`src/rtl/hazard3_ahb_rr_arbiter.sv`:
```
// hazard3_ahb_rr_arbiter: round-robin share of one AHB5 manager port between N_PORTS requesters
module hazard3_ahb_rr_arbiter #(
    parameter int N_PORTS = 3,
    parameter int W_ADDR  = 32,
    parameter int W_DATA  = 32
) (
    input  logic                       clk,
    input  logic                       rst_n,
    input  logic [N_PORTS-1:0]         req_aph,
    input  logic [N_PORTS*W_ADDR-1:0]  req_haddr,
    input  logic [N_PORTS-1:0]         req_hwrite,
    input  logic [N_PORTS*3-1:0]       req_hsize,
    input  logic [N_PORTS*W_DATA-1:0]  req_hwdata,
    output logic [N_PORTS-1:0]         req_aph_rdy,
    output logic [N_PORTS-1:0]         req_dph_rdy,
    output logic [N_PORTS-1:0]         req_dph_err,
    output logic [W_DATA-1:0]          req_hrdata,
    output logic [W_ADDR-1:0]          haddr,
    output logic                       hwrite,
    output logic [2:0]                 hsize,
    output logic [1:0]                 htrans,
    output logic [7:0]                 hmaster,
    output logic [W_DATA-1:0]          hwdata,
    input  logic                       hready,
    input  logic                       hresp,
    input  logic [W_DATA-1:0]          hrdata
);
    localparam int IW = N_PORTS > 1 ? $clog2(N_PORTS) : 1;
    localparam logic [1:0] HTRANS_IDLE = 2'b00;
    localparam logic [1:0] HTRANS_NSEQ = 2'b10;
    logic          hold_q, hold_d, dph_vld_q, dph_vld_d;
    logic [IW-1:0] gnt_prev_q, gnt_prev_d, rr_ptr_q, rr_ptr_d, dph_idx_q, dph_idx_d;
    logic          found, gnt_any;
    logic [IW-1:0] cand, srch_idx, gnt_idx;
    logic [N_PORTS-1:0] gnt_oh, dph_oh;
    always_comb begin
        found = 1'b0;
        srch_idx = '0;
        cand = '0;
        // Walk from farthest to nearest so the nearest requester after rr_ptr wins
        for (int k = N_PORTS; k >= 1; k--) begin
            cand = IW'((int'(rr_ptr_q) + k) % N_PORTS);
            if (req_aph[cand]) begin
                found = 1'b1;
                srch_idx = cand;
            end
        end
        gnt_any = hold_q | found;
        gnt_idx = hold_q ? gnt_prev_q : srch_idx;
        gnt_oh = N_PORTS'(1) << gnt_idx;
        dph_oh = N_PORTS'(1) << dph_idx_q;
        htrans = gnt_any ? HTRANS_NSEQ : HTRANS_IDLE;
        haddr = gnt_any ? req_haddr[gnt_idx*W_ADDR +: W_ADDR] : '0;
        hwrite = gnt_any & req_hwrite[gnt_idx];
        hsize = gnt_any ? req_hsize[gnt_idx*3 +: 3] : '0;
        hmaster = gnt_any ? 8'(gnt_idx) : '0;
        hwdata = req_hwdata[dph_idx_q*W_DATA +: W_DATA];
        req_hrdata = hrdata;
        req_aph_rdy = (gnt_any && hready) ? gnt_oh : '0;
        req_dph_rdy = (dph_vld_q && hready) ? dph_oh : '0;
        req_dph_err = (dph_vld_q && hresp) ? dph_oh : '0;
        // An error response releases the hold so requesters may withdraw
        hold_d = gnt_any && !hready && !hresp;
        gnt_prev_d = gnt_idx;
        rr_ptr_d = (gnt_any && hready) ? gnt_idx : rr_ptr_q;
        dph_vld_d = hready ? gnt_any : dph_vld_q;
        dph_idx_d = hready ? gnt_idx : dph_idx_q;
    end
    always_ff @(posedge clk) begin
        if (!rst_n) begin
            hold_q <= 1'b0;
            gnt_prev_q <= '0;
            rr_ptr_q <= IW'(N_PORTS - 1);
            dph_vld_q <= 1'b0;
            dph_idx_q <= '0;
        end else begin
            hold_q <= hold_d;
            gnt_prev_q <= gnt_prev_d;
            rr_ptr_q <= rr_ptr_d;
            dph_vld_q <= dph_vld_d;
            dph_idx_q <= dph_idx_d;
        end
    end
endmodule

```
`config.mk`:
```
export PLATFORM = sky130hd
export DESIGN_NAME = hazard3_ahb_rr_arbiter
export DESIGN_NICKNAME = d
export VERILOG_FILES = /design/src/rtl/hazard3_ahb_rr_arbiter.sv
export SDC_FILE = /design/constraint.sdc
export NUM_CORES = 1
export LEC_CHECK = 0
export CORE_AREA = 5 5 139 141
export CTS_CLUSTER_SIZE = 16
export DETAILED_ROUTE_END_ITERATION = 16
export DIE_AREA = 0 0 144 146
export DONT_BUFFER_PORTS = 1
export GPL_TIMING_DRIVEN = 0
export HOLD_SLACK_MARGIN = 0.06
export PLACE_DENSITY = 0.4
export SLEW_MARGIN = 20
export SYNTH_ARGS = -nofsm -noshare
export SYNTH_HDL_FRONTEND = slang
export SYNTH_SLANG_ARGS = --single-unit
```
`constraint.sdc`:
```
create_clock -name clk -period 2.5 [get_ports clk]
set_input_delay 0.125 -clock clk [delete_from_list [all_inputs] [get_ports clk]]
set_output_delay 0.125 -clock clk [all_outputs]
set_load 0.02 [all_outputs]
```
==> flow_summary.json <==
{
  "status": "finished with violations",
  "violations": "negative setup slack",
  "synth_area_mm2": 0.002559,
  "grt_pass1_wl_um": 20490,
  "whs_ns": 0.3642,
  "netlist_instances": 400,
  "grt_max_degree": 11,
  "drive_gt1_share_pct": 31.33,
  "final_util_pct": 20.08,
  "ir_worst_vdd_uv": 345.7,
  "pwr-share-comb_pct": 84.3,
  "p_switching_uw": 1477,
  "max_freq_ghz": 0.3452,
  "dieArea_mm2": 0.02102,
  "cts_tree": "built",
  "synth_ff_type": "dfxtp_1",
  "synth_edf_count": 0,
  "final_cell_mix": "99 x o21ai_0, 76 x nand2_1, 43 x buf_4",
  "dr_wl_met2_um": 7304,
  "clk_latency_ns": 0.23,
  "die-width_um": 144,
  "hp-class": "in2out",
  "final-max-slew-violation-count": 0,
  "ff2ff_setup_slack_ns": 0.31,
  "powerDensity_mw_per_mm2": 750.8,
  "critPathKind": "reg2out",
  "r2r-end": "rr_ptr_q[0]",
  "htreeDepth": 1,
  "cts_num_sinks": 8,
  "seq_power_share_pct": 5.9,
  "holdCritStartpoint": "hrdata[31]",
  "wl_um": 14710,
  "wl_met3_um": 1332,
  "rsz0062_at_grt": "yes",
  "hpwl_um": 12670,
  "min_to": "req_hrdata[31]",
  "yosys.area.top_type_share_pct": 20.54,
  "synth-seq-cells": 8,
  "wl_per_cell_um": 22.84,
  "timing.rr.start": "rr_ptr_q[0]",
  "async_reset_ff_share_pct": 0,
  "final_common_cell": "o21ai_0",
  "r2r_cells": 8,
  "maxSlewHeadroom_pct": 50.38,
  "crit_fanout": 7,
  "p_clk_share_pct": 9.8,
  "port_buffers": 0,
  "track_usage_pct": 12.62,
  "finalNonFillerCells": 644,
  "p_leak_uw": 0.001355,
  "period_share_pct": 115.9,
  "overflow": 0,
  "multi_input_area_mm2": 0.002350,
  "synth_sequential_area_ratio_pct": 6.259,
  "hold_path_depth": 1,
  "post_dp_cell_area_mm2": 0.003183,
  "via_per_inst": 4.688,
  "start_util_pct": 14.34,
  "ys_types": 40,
  "drc": 0,
  "swShare_pct": 54.91,
  "cp-end-kind": "output port",
  "critPathRequiredTime_ns": 2.38,
  "worst_pin_slew_ns": 0.7365,
  "antenna_found_initial": 2,
  "crit_path_start_kind": "register",
  "fp.dieH_um": 146,
  "grt_pass1_vias": 3097,
  "place_inst": 635,
  "hold_viol": 0,
  "max_cap_viol_count": 0,
  "route.antenna.remaining_nets": 0,
  "avgSynthCellArea_um2": 6.397,
  "yosys_warnings": 0,
  "coreArea_mm2": 0.01784,
  "final_area_mm2": 0.003582,
  "initialDrtViolationCount": 129,
  "setup_ws_ns": -0.3965,
  "ios": 362,
  "clockBufferDepth": 2,
  "synth.largest_area_cell": "o21ai_0",
  "fillCellCount": 2017,
  "clkTransAtPathRegs_ns": 0.04,
  "fin_nets": 664,
  "critical_path_arrival_ns": 2.77,
  "met1_length_um": 6007,
  "ff_latch_area_um2": 165.2,
  "period_minus_slack_ns": 2.897,
  "gp_congestion": 0.8340,
  "numCtsBuffers": 3,
  "setup_viol": 37,
  "fp-row-count": 49,
  "topRoutingLayerUsed": "met5",
  "synth_area_leaders": "o21ai_0 21%, mux2i_1 14%, a22o_1 12%",
  "intPower_uw": 1213,
  "fin_skew_ns": 0.0002833,
  "first_pass_iters": 4,
  "num_vias": 3019,
  "root_buffer": "clkbuf_16",
  "area_delta_synth_final_pct": 40.00,
  "n_antenna_cell": 0
}
[per-stage QoR]
| stage | worst slack, ns | setup TNS [ns] | power (uW) |
|---|---|---|---|
| after CTS | -0.5203 | -18.15 | 2716 |
| after floorplan | -0.1324 | -3.989 | 1831 |
| final | -0.3965 | -13.48 | 2690 |
| after global routing | -0.4905 | -17.41 | 2872 |
| after detailed placement | -0.7634 | -22.26 | 2223 |
| after global placement | -0.7544 | -21.77 | 2198 |
[kinds of logic after synthesis]
| kind of cell | after synthesis | synth area share (%) |
|---|---|---|
| AO/OA/AOI/OAI | 155 | 37.95 |
| adder cells (fa/ha/maj) | 4 | 1.956 |
| buffers and inverters | 86 | 20.05 |
| flip-flops | 8 | 6.259 |
| multiplexers | 38 | 14.91 |
| other | 1 | 0.1466 |
| AND/OR/NAND/NOR | 108 | 18.73 |
[power by group through the flow]
stage               Sequential [uW]  Combinational [uW]  Clock (uW)
finish                          158                2270         265
global route                    161                2440         275
CTS                             158                2290         269
detailed placement              161                2060           0
global placement                161                2040           0
floorplan                       157                1670           0
[critical path, cell delays in order, from the launching register on]
cell      delay, ns
dfxtp_2        0.31
inv_2          0.07
ha_2           0.20
and3b_1        0.19
o21bai_4       0.17
or4b_4         0.49
a41oi_4        0.39
nor2b_4        0.08
buf_12         0.17
buf_12         0.15
a22o_4         0.30
[cell usage after synthesis (2+ instances only)]
| cell | number |
|---|---|
| nand3b_1 | 3 |
| a21boi_1 | 2 |
| nor2b_1 | 5 |
| nand2b_1 | 3 |
| buf_2 | 2 |
| dfxtp_1 | 8 |
| buf_6 | 5 |
| nor3_1 | 5 |
| buf_1 | 2 |
| nand2_1 | 77 |
| and2_1 | 2 |
| o21ai_0 | 105 |
| and3_1 | 2 |
| clkbuf_1 | 29 |
| inv_1 | 8 |
| ha_1 | 4 |
| nor2_1 | 5 |
| a22o_1 | 36 |
| mux2i_1 | 37 |
| buf_4 | 40 |
[state kept, by name, summed over array words and instances (netlist names)]
register and count:
dph_idx_q 2, gnt_prev_q 2, rr_ptr_q 2, dph_vld_q 1
hold_q 1
[layout make-up]
cell class | count | share of cell area, %
Buffer | 74 | 14.60
Inverter | 8 | 0.8383
Timing Repair Buffer | 10 | 4.261
Multi-Input combinational cell | 312 | 65.60
Clock buffer | 3 | 2.096
Sequential cell | 8 | 4.611
Tap cell | 229 | 7.999
[how the worst max path moves through the flow]
stage / start / slack, ns / end / cells past startpoint
after detailed placement: rr_ptr_q[0] / -0.76 / haddr[29] / 10
after global placement: rr_ptr_q[0] / -0.75 / haddr[30] / 10
after floorplan: rr_ptr_q[0] / -0.13 / haddr[10] / 11
after global routing: rr_ptr_q[0] / -0.49 / haddr[29] / 10
final: rr_ptr_q[0] / -0.40 / haddr[29] / 10
after CTS: rr_ptr_q[0] / -0.52 / haddr[29] / 10
[layer usage]
metal | vias up | GRT usage (%)
met5 | - | 0
met4 | 4 | 0.8475
met3 | 6 | 4.042
met2 | 163 | 21.53
met1 | 1441 | 16.19
li1 | 1405 | -
[repair_timing]
action                                 in CTS  in global routing
setup endpoints to repair                  48                 58
hold buffers                                2                  0
resized for setup                          48                 24
setup buffers                               6                  0
endpoints found under the hold margin       8                  0
pin swaps                                  18                  5
gates cloned                                2                  0
(Power assumes the default switching activity.)
